File: config.mk
export PLATFORM = sky130hd
export DESIGN_NAME = puf_response_collector
export DESIGN_NICKNAME = d
export VERILOG_FILES = /design/src/rtl/puf_response_collector.sv
export SDC_FILE = /design/constraint.sdc
export NUM_CORES = 1
export LEC_CHECK = 0
export ABC_AREA = 1
export BUFFER_PORTS_ARGS = -buffer_cell sky130_fd_sc_hd__buf_2
export CAP_MARGIN = 20
export CORE_MARGIN = 3
export CORE_UTILIZATION = 45
export DETAILED_ROUTE_END_ITERATION = 10
export GPL_TIMING_DRIVEN = 0
export PLACE_DENSITY = 0.78
export SKIP_CTS_REPAIR_TIMING = 1
export SLEW_MARGIN = 10
export SYNTH_ARGS = -nofsm -noshare
export SYNTH_HDL_FRONTEND = slang
export SYNTH_SLANG_ARGS = --single-unit
export TNS_END_PERCENT = 100
File: constraint.sdc
create_clock -name clk -period 1.7 [get_ports clk]
set_clock_uncertainty 0.1 [all_clocks]
set_input_delay 0.51 -clock clk [delete_from_list [all_inputs] [get_ports clk]]
set_output_delay 0.51 -clock clk [all_outputs]
set_load 0.005 [all_outputs]
File: src/rtl/puf_response_collector.sv
// Gathers NUM_WORDS majority-voted PUF words along an external LFSR challenge
// sequence and counts bits that disagreed between votes.
module puf_response_collector #(
    parameter int unsigned WORD_W    = 16,
    parameter int unsigned NUM_WORDS = 8,
    parameter int unsigned VOTES     = 1,
    parameter int unsigned SETTLE    = 1
) (
    input  logic                                  clk,
    input  logic                                  rst,
    input  logic                                  start,
    input  logic [WORD_W-1:0]                     seed,
    output logic                                  lfsr_load,
    output logic [WORD_W-1:0]                     lfsr_seed,
    output logic                                  lfsr_next,
    input  logic                                  lfsr_ready,
    input  logic [WORD_W-1:0]                     puf_resp,
    output logic                                  busy,
    output logic                                  resp_valid,
    output logic [WORD_W*NUM_WORDS-1:0]           resp_out,
    output logic [$clog2(WORD_W*NUM_WORDS+1)-1:0] err_cnt
);

    localparam int unsigned RESP_W = WORD_W * NUM_WORDS;
    localparam int unsigned ERR_W  = $clog2(RESP_W + 1);
    localparam int unsigned CNT_W  = $clog2(VOTES + 1);
    localparam int unsigned UNS_W  = $clog2(WORD_W + 1);
    localparam int unsigned IDX_W  = (NUM_WORDS > 1) ? $clog2(NUM_WORDS) : 1;
    localparam int unsigned VOT_W  = (VOTES > 1) ? $clog2(VOTES) : 1;
    localparam int unsigned SET_W  = $clog2(SETTLE + 2);

    localparam logic [2:0] S_IDLE     = 3'd0;
    localparam logic [2:0] S_LOADW    = 3'd1;
    localparam logic [2:0] S_WAIT_RDY = 3'd2;
    localparam logic [2:0] S_SETTLE   = 3'd3;
    localparam logic [2:0] S_SAMPLE   = 3'd4;
    localparam logic [2:0] S_ADVW     = 3'd5;
    localparam logic [2:0] S_DONE     = 3'd6;

    generate
        if ((VOTES % 2) == 0 || NUM_WORDS < 1) begin : g_bad_params
            $error("puf_response_collector: VOTES must be odd and NUM_WORDS must be >= 1");
        end
    endgenerate

    logic [2:0]       state;
    logic [2:0]       state_nxt;
    logic [IDX_W-1:0] word_idx;
    logic [VOT_W-1:0] vote_cnt;
    logic [SET_W-1:0] settle_cnt;
    logic [CNT_W-1:0] ones     [WORD_W];
    logic [CNT_W-1:0] ones_sum [WORD_W];
    logic [WORD_W-1:0] voted_word;
    logic [UNS_W-1:0] unstable_cnt;
    logic [ERR_W:0]   err_sum;
    logic [ERR_W-1:0] err_nxt;
    logic             sample_last;
    logic             word_last;

    assign sample_last = (state == S_SAMPLE) && (vote_cnt == VOT_W'(VOTES - 1));
    assign word_last   = (word_idx == IDX_W'(NUM_WORDS - 1));

    // Per-bit vote including the current sample, plus saturating error accumulation
    always_comb begin
        ones_sum     = '{default: '0};
        voted_word   = '0;
        unstable_cnt = '0;
        for (int b = 0; b < int'(WORD_W); b++) begin
            ones_sum[b]   = ones[b] + CNT_W'(puf_resp[b]);
            voted_word[b] = (ones_sum[b] > CNT_W'(VOTES / 2));
            if ((ones_sum[b] != '0) && (ones_sum[b] != CNT_W'(VOTES))) begin
                unstable_cnt = unstable_cnt + UNS_W'(1);
            end
        end
        err_sum = {1'b0, err_cnt} + (ERR_W + 1)'(unstable_cnt);
        err_nxt = err_sum[ERR_W] ? '1 : err_sum[ERR_W-1:0];
    end

    always_ff @(posedge clk) begin
        if (rst) begin
            state <= S_IDLE;
        end else begin
            state <= state_nxt;
        end
    end

    always_comb begin
        state_nxt = state;
        case (state)
            S_IDLE, S_DONE: begin
                if (start) begin
                    state_nxt = S_LOADW;
                end
            end
            // LFSR drops ready right after a pulse, so these never look at it
            S_LOADW, S_ADVW: state_nxt = S_WAIT_RDY;
            S_WAIT_RDY: begin
                if (lfsr_ready) begin
                    state_nxt = (SETTLE == 0) ? S_SAMPLE : S_SETTLE;
                end
            end
            S_SETTLE: begin
                if (settle_cnt == '0) begin
                    state_nxt = S_SAMPLE;
                end
            end
            S_SAMPLE: begin
                if (sample_last) begin
                    state_nxt = word_last ? S_DONE : S_ADVW;
                end
            end
            default: state_nxt = S_IDLE;
        endcase
    end

    // Registered outputs decoded from the next state, plus the collection datapath
    always_ff @(posedge clk) begin
        if (rst) begin
            lfsr_load  <= 1'b0;
            lfsr_next  <= 1'b0;
            lfsr_seed  <= '0;
            busy       <= 1'b0;
            resp_valid <= 1'b0;
            resp_out   <= '0;
            err_cnt    <= '0;
            word_idx   <= '0;
            vote_cnt   <= '0;
            settle_cnt <= '0;
            for (int b = 0; b < int'(WORD_W); b++) begin
                ones[b] <= '0;
            end
        end else begin
            lfsr_load  <= (state_nxt == S_LOADW);
            lfsr_next  <= (state_nxt == S_ADVW);
            busy       <= (state_nxt != S_IDLE) && (state_nxt != S_DONE);
            resp_valid <= (state_nxt == S_DONE);
            case (state)
                S_IDLE, S_DONE: begin
                    if (start) begin
                        lfsr_seed <= seed;
                        resp_out  <= '0;
                        err_cnt   <= '0;
                        word_idx  <= '0;
                        vote_cnt  <= '0;
                        for (int b = 0; b < int'(WORD_W); b++) begin
                            ones[b] <= '0;
                        end
                    end
                end
                S_WAIT_RDY: begin
                    if (lfsr_ready) begin
                        settle_cnt <= SET_W'(SETTLE - 1);
                    end
                end
                S_SETTLE: begin
                    if (settle_cnt != '0) begin
                        settle_cnt <= settle_cnt - SET_W'(1);
                    end
                end
                S_SAMPLE: begin
                    if (sample_last) begin
                        vote_cnt <= '0;
                        err_cnt  <= err_nxt;
                        for (int b = 0; b < int'(WORD_W); b++) begin
                            ones[b] <= '0;
                        end
                        // Word 0 lands in the MSBs
                        for (int w = 0; w < int'(NUM_WORDS); w++) begin
                            if (word_idx == IDX_W'(w)) begin
                                resp_out[(int'(NUM_WORDS) - w) * int'(WORD_W) - 1 -: WORD_W] <= voted_word;
                            end
                        end
                        if (!word_last) begin
                            word_idx <= word_idx + IDX_W'(1);
                        end
                    end else begin
                        vote_cnt <= vote_cnt + VOT_W'(1);
                        for (int b = 0; b < int'(WORD_W); b++) begin
                            ones[b] <= ones_sum[b];
                        end
                    end
                end
                default: ;
            endcase
        end
    end

endmodule

==> results of run 1 <==
[Yosys cell counts, types with 11 or more instances]
cell and count:
a21oi_1 20, buf_1 11, buf_2 20, buf_4 20, dfxtp_1 158, edfxtp_1 15
inv_1 79, inv_2 11, nand2_1 251, nand3_1 139, nand4_1 20, nor2_1 275
[flip-flops by register name, summed over array words and instances, names as in the netlist, 2 cells and up]
register	count
resp_out	128
lfsr_seed	16
ones	16
state	3
word_idx	3
settle_cnt	2
[power groups by stage]
| stage | sequential, mW | clock (mW) | combinational, mW |
|---|---|---|---|
| after floorplan | 5.04 | 0 | 1.91 |
| after global placement | 5.01 | 0 | 2.91 |
| after detailed placement | 5.03 | 0 | 2.98 |
| after CTS | 4.94 | 4.07 | 3.00 |
| after global routing | 5.01 | 4.28 | 4.21 |
| final | 4.95 | 4.07 | 3.83 |
[cell families (layout without fill, tap and decap cells)]
logic type	count (synthesis)	in the layout	synth area share
compound gates	26	26	0.0191
fa+ha+maj	7	7	0.0115
buf+inv	157	409	0.0965
flops	173	173	0.475
other cells	1	8	0.000493
simple gates	707	708	0.398
[per-stage QoR]
stage,TNS (ps),utilization,cells,area (sq um)
2_1_floorplan,0,-,1078,7640
3_3_place_gp,-36490,0.544,1476,8820
3_5_place_dp,-38040,0.544,1476,8820
4_1_cts,-29740,0.581,1508,9440
5_1_grt,-7390,0.657,1547,10700
6_report,-302,0.657,1547,10700
[metal layers]
layer  vias up  wire length (microns)
li1       3827                      -
met1      3687                   9750
met2       383                  11900
met3        79                   2570
met4         0                   1070
met5         -                      0
[final cells by class]
type | count | area [sq um]
sequential | 173 | 3630
tap | 216 | 270
buffer | 65 | 583
fill | 1324 | 5560
clock inverter | 9 | 135
inverter | 91 | 398
clock buffer | 23 | 478
timing repair buffer | 221 | 1340
multi-input combinational | 749 | 3840
[worst register-to-register path, stage by stage, from the launching register on]
cell	delay, ps
dfxtp_4	370
nor2_4	220
nand2_4	150
buf_6	200
nor2_2	220
inv_4	120
nand3_2	110
nand2_1	70
nor2_1	120
[worst paths after layout]
path,cells past startpoint,slack (ps),from,to
setup / recovery,8,-40,state[1],resp_out[111]
setup reg to reg,8,-40,state[1],resp_out[111]
hold reg to reg,2,360,resp_out[8],resp_out[8]
hold / removal,3,150,seed[14],lfsr_seed[14]
==> flow_summary.yaml, run 1 <==
global_route:
  antenna_found_initial: 0
  grt_pass1_wl_mm: 34.8
  busiest_layer: "met2"
  grt_pass1_vias: 6851
  grt_overflow: 0
  grt_use_met2: 0.390
  grt_max_degree: 17
  grt_use_met3: 0.0681
  met1_usage: 0.305
  track_usage: 0.240
setup_path:
  crit_chain: "nor2_4 -> nand2_4 -> buf_6 -> nor2_2 -> inv_4 -> nand3_2 -> nand2_1 -> nor2_1"
  path_class: "register to register"
  worst_setup_path_start_kind: "register"
  critical_path_buf_inv_count: 2
  critPathArrivalTime_ps: 2010
  max_stage_delay_ps: 370
  cp_top_family: "simple AND/OR/NAND/NOR gates"
  slowest_stage: "dfxtp_4"
  crit_path_max_fanout: 10
  critPathCaptureType: "register"
  cp.required_ps: 1970
clock_network:
  clockRootBuffer: "clkbuf_16"
  clockBufferDepth: 2
  cts.sinks: 173
  cts_buffers: 17
  clock_latency_ps: 440
  cts_tree: "built"
  h-tree-depth: 4
  clkTransAtPathRegs_ps: 70
logic_synthesis:
  synth_flop_cell: "dfxtp_1"
  synth-edff-count: 15
  synthCells: 1071
  avgSynthCellArea_sq_um: 7.11
  synth_top_area_share: 0.415
  ys_seq_area_frac: 0.475
  yosysWarnings: 0
  synth_largest_area_cell: "dfxtp_1"
  ys_types: 29
  syn_area_sq_mm: 0.00761
  ys_ff_latch: 173
  yosys-top-cells-area: "dfxtp_1 (42%), nor2_1 (14%), nand2_1 (12%)"
  async_flop_share: 0
floorplanning:
  boundaryPins: 192
  die_height_microns: 136
  die_w_microns: 136
  start_util: 0.469
  dieArea_sq_mm: 0.0185
  rows: 46
  core_sq_mm: 0.0162
layout:
  drive_gt1_frac: 0.349
  final_cell_mix: "nor2_1 (240), nand2_1 (235), buf_2 (187)"
  layout_commonest_cell: "nor2_1"
  syn2layout_area_growth_pct: 40.2
  layout.nets: 1361
  diodes: 0
place:
  globalplace.congestion: 0.879
  dp_slack_ps: -593
  port_buffers: 182
  dpl.hpwl_mm: 16.4
run_status:
  status: "finished with violations"
  violations: "setup timing"
pwr:
  clock_power_share: 0.317
  peakVddDrop_uv: 765
  internal-power_mw: 8.73
  power.switching_mw: 4.12
  p_total_mw: 12.9
  power_density_mw_per_mm2: 1200
  leakagePower_nw: 5.53
  swShare: 0.321
  seqPwrFrac: 0.385
  pwr-share-comb: 0.298
routing:
  vias: 7976
  drt_iter0_drc: 603
  wl_per_cell_microns: 16.4
  drt-total-wl_mm: 25.3
  ant_nets: 0
  viasPerCell: 5.16
  first_pass_iters: 5
  drc: 0
timing:
  slew_headroom: 0.651
  slew_violations: 0
  min_period_over_period: 1.03
  max_freq_mhz: 573
  final_hold_viol_count: 0
  setup_violations: 16
  whs_ps: 152
  rsz0062_at_grt: "true"
  tightestPinTransition_ps: 524
  fin_ws_ps: -44.7
  finalCriticalPeriod_ps: 1740
run:
  cap_violations: 0
min_path:
  hold_path.class: "primary input to register"
No activity file was read; power rests on OpenSTA's default activity.
==> run 2, diff against run 1 <==
Settings changed: CELL_PAD_IN_SITES_DETAIL_PLACEMENT set to 0, CELL_PAD_IN_SITES_GLOBAL_PLACEMENT set to 1, CORE_UTILIZATION 45 to 34, PLACE_DENSITY 0.78 to 0.82.
==> flow_summary.yaml, run 2 (same netlist as run 1, synthesis figures left out) <==
routing:
  ant_nets: 0
  first_pass_iters: 5
  wl_met2_mm: 11.5
  dr.max_layer_used: "met4"
  route.met3.wl_mm: 1.83
  wl_per_cell_microns: 15.3
  viasPerCell: 4.65
  met1_length_mm: 10.8
  vias: 7498
  drt-total-wl_mm: 24.7
  drt_iter0_drc: 437
  drc: 0
pwr:
  pwr-share-comb: 0.290
  swShare: 0.325
  power.switching_mw: 4.03
  peakVddDrop_uv: 735
  power_density_mw_per_mm2: 1210
  internal-power_mw: 8.37
  clock_power_share: 0.311
  leakagePower_nw: 5.32
  seqPwrFrac: 0.399
min_path:
  hold_path.class: "primary input to register"
layout:
  regMostFlops: "resp_out"
  final_cell_mix: "nor2_1 (262), nand2_1 (234), buf_2 (189)"
  layout_commonest_cell: "nor2_1"
  drive_gt1_frac: 0.305
  largest_register_ffs: 128
  diodes: 0
  layout.nets: 1362
  reg_top3: "resp_out x128, lfsr_seed x16, ones x16"
  final_cell_area_sq_mm: 0.0103
  syn2layout_area_growth_pct: 34.8
  postLayoutCoreUtil: 0.469
floorplanning:
  start_util: 0.348
  core_sq_mm: 0.0219
  dieArea_sq_mm: 0.0242
  die_height_microns: 156
  boundaryPins: 192
  die_w_microns: 156
  rows: 54
clock_network:
  clockRootBuffer: "clkbuf_16"
  clockBufferDepth: 2
  clkTransAtPathRegs_ps: 70
  cts.sinks: 173
  cts_buffers: 17
  cts_tree: "built"
  h-tree-depth: 4
  clock_latency_ps: 440
place:
  placed_cell_area_sq_mm: 0.00890
  globalplace.congestion: 0.855
  port_buffers: 182
  dpl.hpwl_mm: 17.8
setup_path:
  path_class: "register to register"
  crit_path_max_fanout: 10
  critPathArrivalTime_ps: 2010
  cp.required_ps: 1930
  worst_setup_path_start_kind: "register"
  critPathCaptureType: "register"
timing:
  finalCriticalPeriod_ps: 1780
  tightestPinTransition_ps: 566
  min_period_over_period: 1.04
  setup_violations: 89
  final_hold_viol_count: 0
  slew_headroom: 0.622
  max_freq_mhz: 563
  rsz0062_at_grt: "true"
  slew_violations: 0
  fin_ws_ps: -76.3
run_status:
  violations: "setup timing"
  status: "finished with violations"
global_route:
  grt_pass1_vias: 6821
  grt_overflow: 0
  grt_pass1_wl_mm: 37.2
  antenna_found_initial: 0
  grt_max_degree: 17
  track_usage: 0.197
run:
  cap_violations: 0
-- run 2: cell count changes in the layout (fill, tap and decap cells not counted), moves of 7 or more --
cell / previous run / this run
nand3_2: 47 / 4
nor2_1: 240 / 262
buf_4: 36 / 49
inv_4: 16 / 9
nor2_2: 27 / 11
nand3_1: 91 / 135
-- run 2: power groups by stage --
stage | Combinational, mW | Sequential (mW) | Clock, mW
after floorplan | 1.91 | 5.04 | 0
after global routing | 4.02 | 5.02 | 4.11
after CTS | 3.00 | 4.96 | 3.92
after detailed placement | 2.99 | 5.05 | 0
final | 3.59 | 4.95 | 3.86
after global placement | 2.96 | 5.03 | 0
-- run 2: final cells by class --
cell class / count / area, sq um
Fill cell: 2285 / 11600
Sequential cell: 173 / 3630
Multi-Input combinational cell: 748 / 3530
Timing Repair Buffer: 223 / 1290
Buffer: 65 / 509
Clock buffer: 21 / 460
Inverter: 91 / 382
Tap cell: 280 / 350
Clock inverter: 11 / 109
-- run 2: path summary, 6_finish.rpt --
kind,start,to,slack (ps),depth (start not counted)
worst max-delay path,state[2],resp_out[101],-80,10
worst min-delay path,seed[10],lfsr_seed[10],160,3
worst max register to register,state[2],resp_out[101],-80,10
worst min register to register,resp_out[25],resp_out[25],370,2
-- run 2: critical path, stage by stage (launching register included) --
cell	delay [ps]
dfxtp_2	330
buf_6	120
clkinvlp_4	140
nand2_2	120
nand2_4	80
a21oi_4	230
buf_8	180
buf_6	150
nand3_1	70
nand2_1	90
nor2_1	50
-- run 2: metal layers --
metal | GRT usage | up-vias
met5 | 0 | -
met4 | 0.0546 | 0
met3 | 0.0541 | 32
met2 | 0.329 | 238
met1 | 0.252 | 3395
li1 | - | 3833
-- run 2: metrics by stage --
stage               setup slack, ps  TNS [ps]  hold slack (ps)  total power [mW]  cells
CTS                            -330    -34820              140              11.9   1572
global placement               -684    -44700              347              7.99   1540
floorplan                      18.9         0              356              6.96   1078
finish                        -76.3     -3360              155              12.4   1612
detailed placement             -662    -47720              359              8.04   1540
global route                   -164    -13600              150              13.2   1612
==> run 3, diff against run 2 <==
Settings changed: SETUP_SLACK_MARGIN set to 0.3.
==> flow_summary.yaml, run 3 (same netlist as run 1, synthesis figures left out) <==
run_status:
  status: "finished with violations"
  violations: "setup timing"
place:
  dp_slack_ps: -390
  dpl.hpwl_mm: 17.7
  placed_cell_area_sq_mm: 0.00914
  port_buffers: 182
  globalplace.congestion: 0.869
setup_path:
  path_class: "register to register"
  critPathCaptureType: "register"
  slowest_stage: "dfxtp_4"
  worst_setup_path_start_kind: "register"
  cp_top_family: "simple AND/OR/NAND/NOR gates"
  crit_chain: "nor2_4 -> nand2_4 -> nor2_2 -> inv_1 -> nand3_2 -> nand2_1 -> nor2_1"
  cp.required_ps: 1970
  critical_path_buf_inv_count: 1
  crit_path_max_fanout: 7
  max_stage_delay_ps: 380
  critPathArrivalTime_ps: 2010
clock_network:
  clkTransAtPathRegs_ps: 70
  clockRootBuffer: "clkbuf_16"
  h-tree-depth: 4
  cts_buffers: 17
  cts_tree: "built"
  clock_latency_ps: 440
  cts.sinks: 173
  clockBufferDepth: 2
floorplanning:
  start_util: 0.348
  boundaryPins: 192
  dieArea_sq_mm: 0.0242
  die_height_microns: 156
  rows: 54
  core_sq_mm: 0.0219
  die_w_microns: 156
pwr:
  leakagePower_nw: 5.50
  peakVddDrop_uv: 742
  p_total_mw: 12.7
  power_density_mw_per_mm2: 1200
routing:
  viasPerCell: 4.71
  ant_nets: 0
  drt_iter0_drc: 396
  wl_per_cell_microns: 15.5
  first_pass_iters: 6
  drc: 0
  vias: 7521
  drt-total-wl_mm: 24.8
global_route:
  grt_pass1_wl_mm: 37.0
  grt_overflow: 0
  grt_max_degree: 17
  grt_pass1_vias: 6803
  track_usage: 0.197
  antenna_found_initial: 1
min_path:
  hold_path.class: "primary input to register"
layout:
  final_cell_mix: "nor2_1 (263), nand2_1 (231), buf_2 (197)"
  regMostFlops: "resp_out"
  nFillCells: 2248
  layout_commonest_cell: "nor2_1"
  syn2layout_area_growth_pct: 39.2
  diodes: 0
  final_cell_area_sq_mm: 0.0106
  postLayoutCoreUtil: 0.484
  reg_top3: "resp_out x128, lfsr_seed x16, ones x16"
  layout.nets: 1348
  drive_gt1_frac: 0.346
  largest_register_ffs: 128
timing:
  fin_ws_ps: -42.4
  min_period_over_period: 1.02
  setup_violations: 58
  slew_violations: 0
  final_hold_viol_count: 0
  tightestPinTransition_ps: 610
  rsz0062_at_grt: "true"
  finalCriticalPeriod_ps: 1740
  whs_ps: 154
  slew_headroom: 0.593
  max_freq_mhz: 574
run:
  cap_violations: 0
## run 3: cell count changes in the layout (fill, tap and decap cells not counted), sizes merged
cell / previous run / this run
bufinv: 1 / 3
clkinvlp: 5 / 4
inv: 93 / 94
buf: 273 / 257
## run 3: final cells by class
class	count	area [sq um]	share of cell area
Clock buffer	19	453	0.0427
Clock inverter	13	160	0.0151
Multi-Input combinational cell	748	3790	0.358
Inverter	91	383	0.0361
Tap cell	280	350	0.0331
Timing Repair Buffer	208	1260	0.119
Sequential cell	173	3630	0.343
Buffer	66	567	0.0535
## run 3: worst reg2reg max path, cell delays in order, from the launching register on
cell     delay (ps)
dfxtp_4         380
nor2_4          190
nand2_4         120
nor2_2          370
inv_1           240
nand3_2         120
nand2_1          60
nor2_1          100
## run 3: final timing paths
kind,startpoint,end,slack (ps),cells past startpoint
setup / recovery,state[0],resp_out[70],-40,7
hold / removal,seed[6],lfsr_seed[6],150,3
setup reg to reg,state[0],resp_out[70],-40,7
hold reg to reg,resp_out[9],resp_out[9],360,2
## run 3: metrics by stage
step                setup TNS [ps]  cells
CTS                         -12790   1572
detailed placement          -17610   1540
floorplan                        0   1078
finish                        -794   1598
global route                -10350   1598
global placement            -16570   1540
## run 3: report_power, final
| part | internal (mW) | total, mW | switching [mW] |
|---|---|---|---|
| Sequential | 4.65 | 4.96 | 0.308 |
| Clock | 2.39 | 4.08 | 1.69 |
| Combinational | 1.59 | 3.63 | 2.04 |
| Total | 8.64 | 12.7 | 4.04 |
## run 3: layer usage
metal	share of wire	vias to the layer above	wire [microns]	global-route usage
li1	-	3806	-	-
met1	0.44	3444	10800	0.258
met2	0.47	238	11600	0.320
met3	0.081	31	2000	0.0577
met4	0.017	2	419	0.0500
met5	0.00052	-	13	0
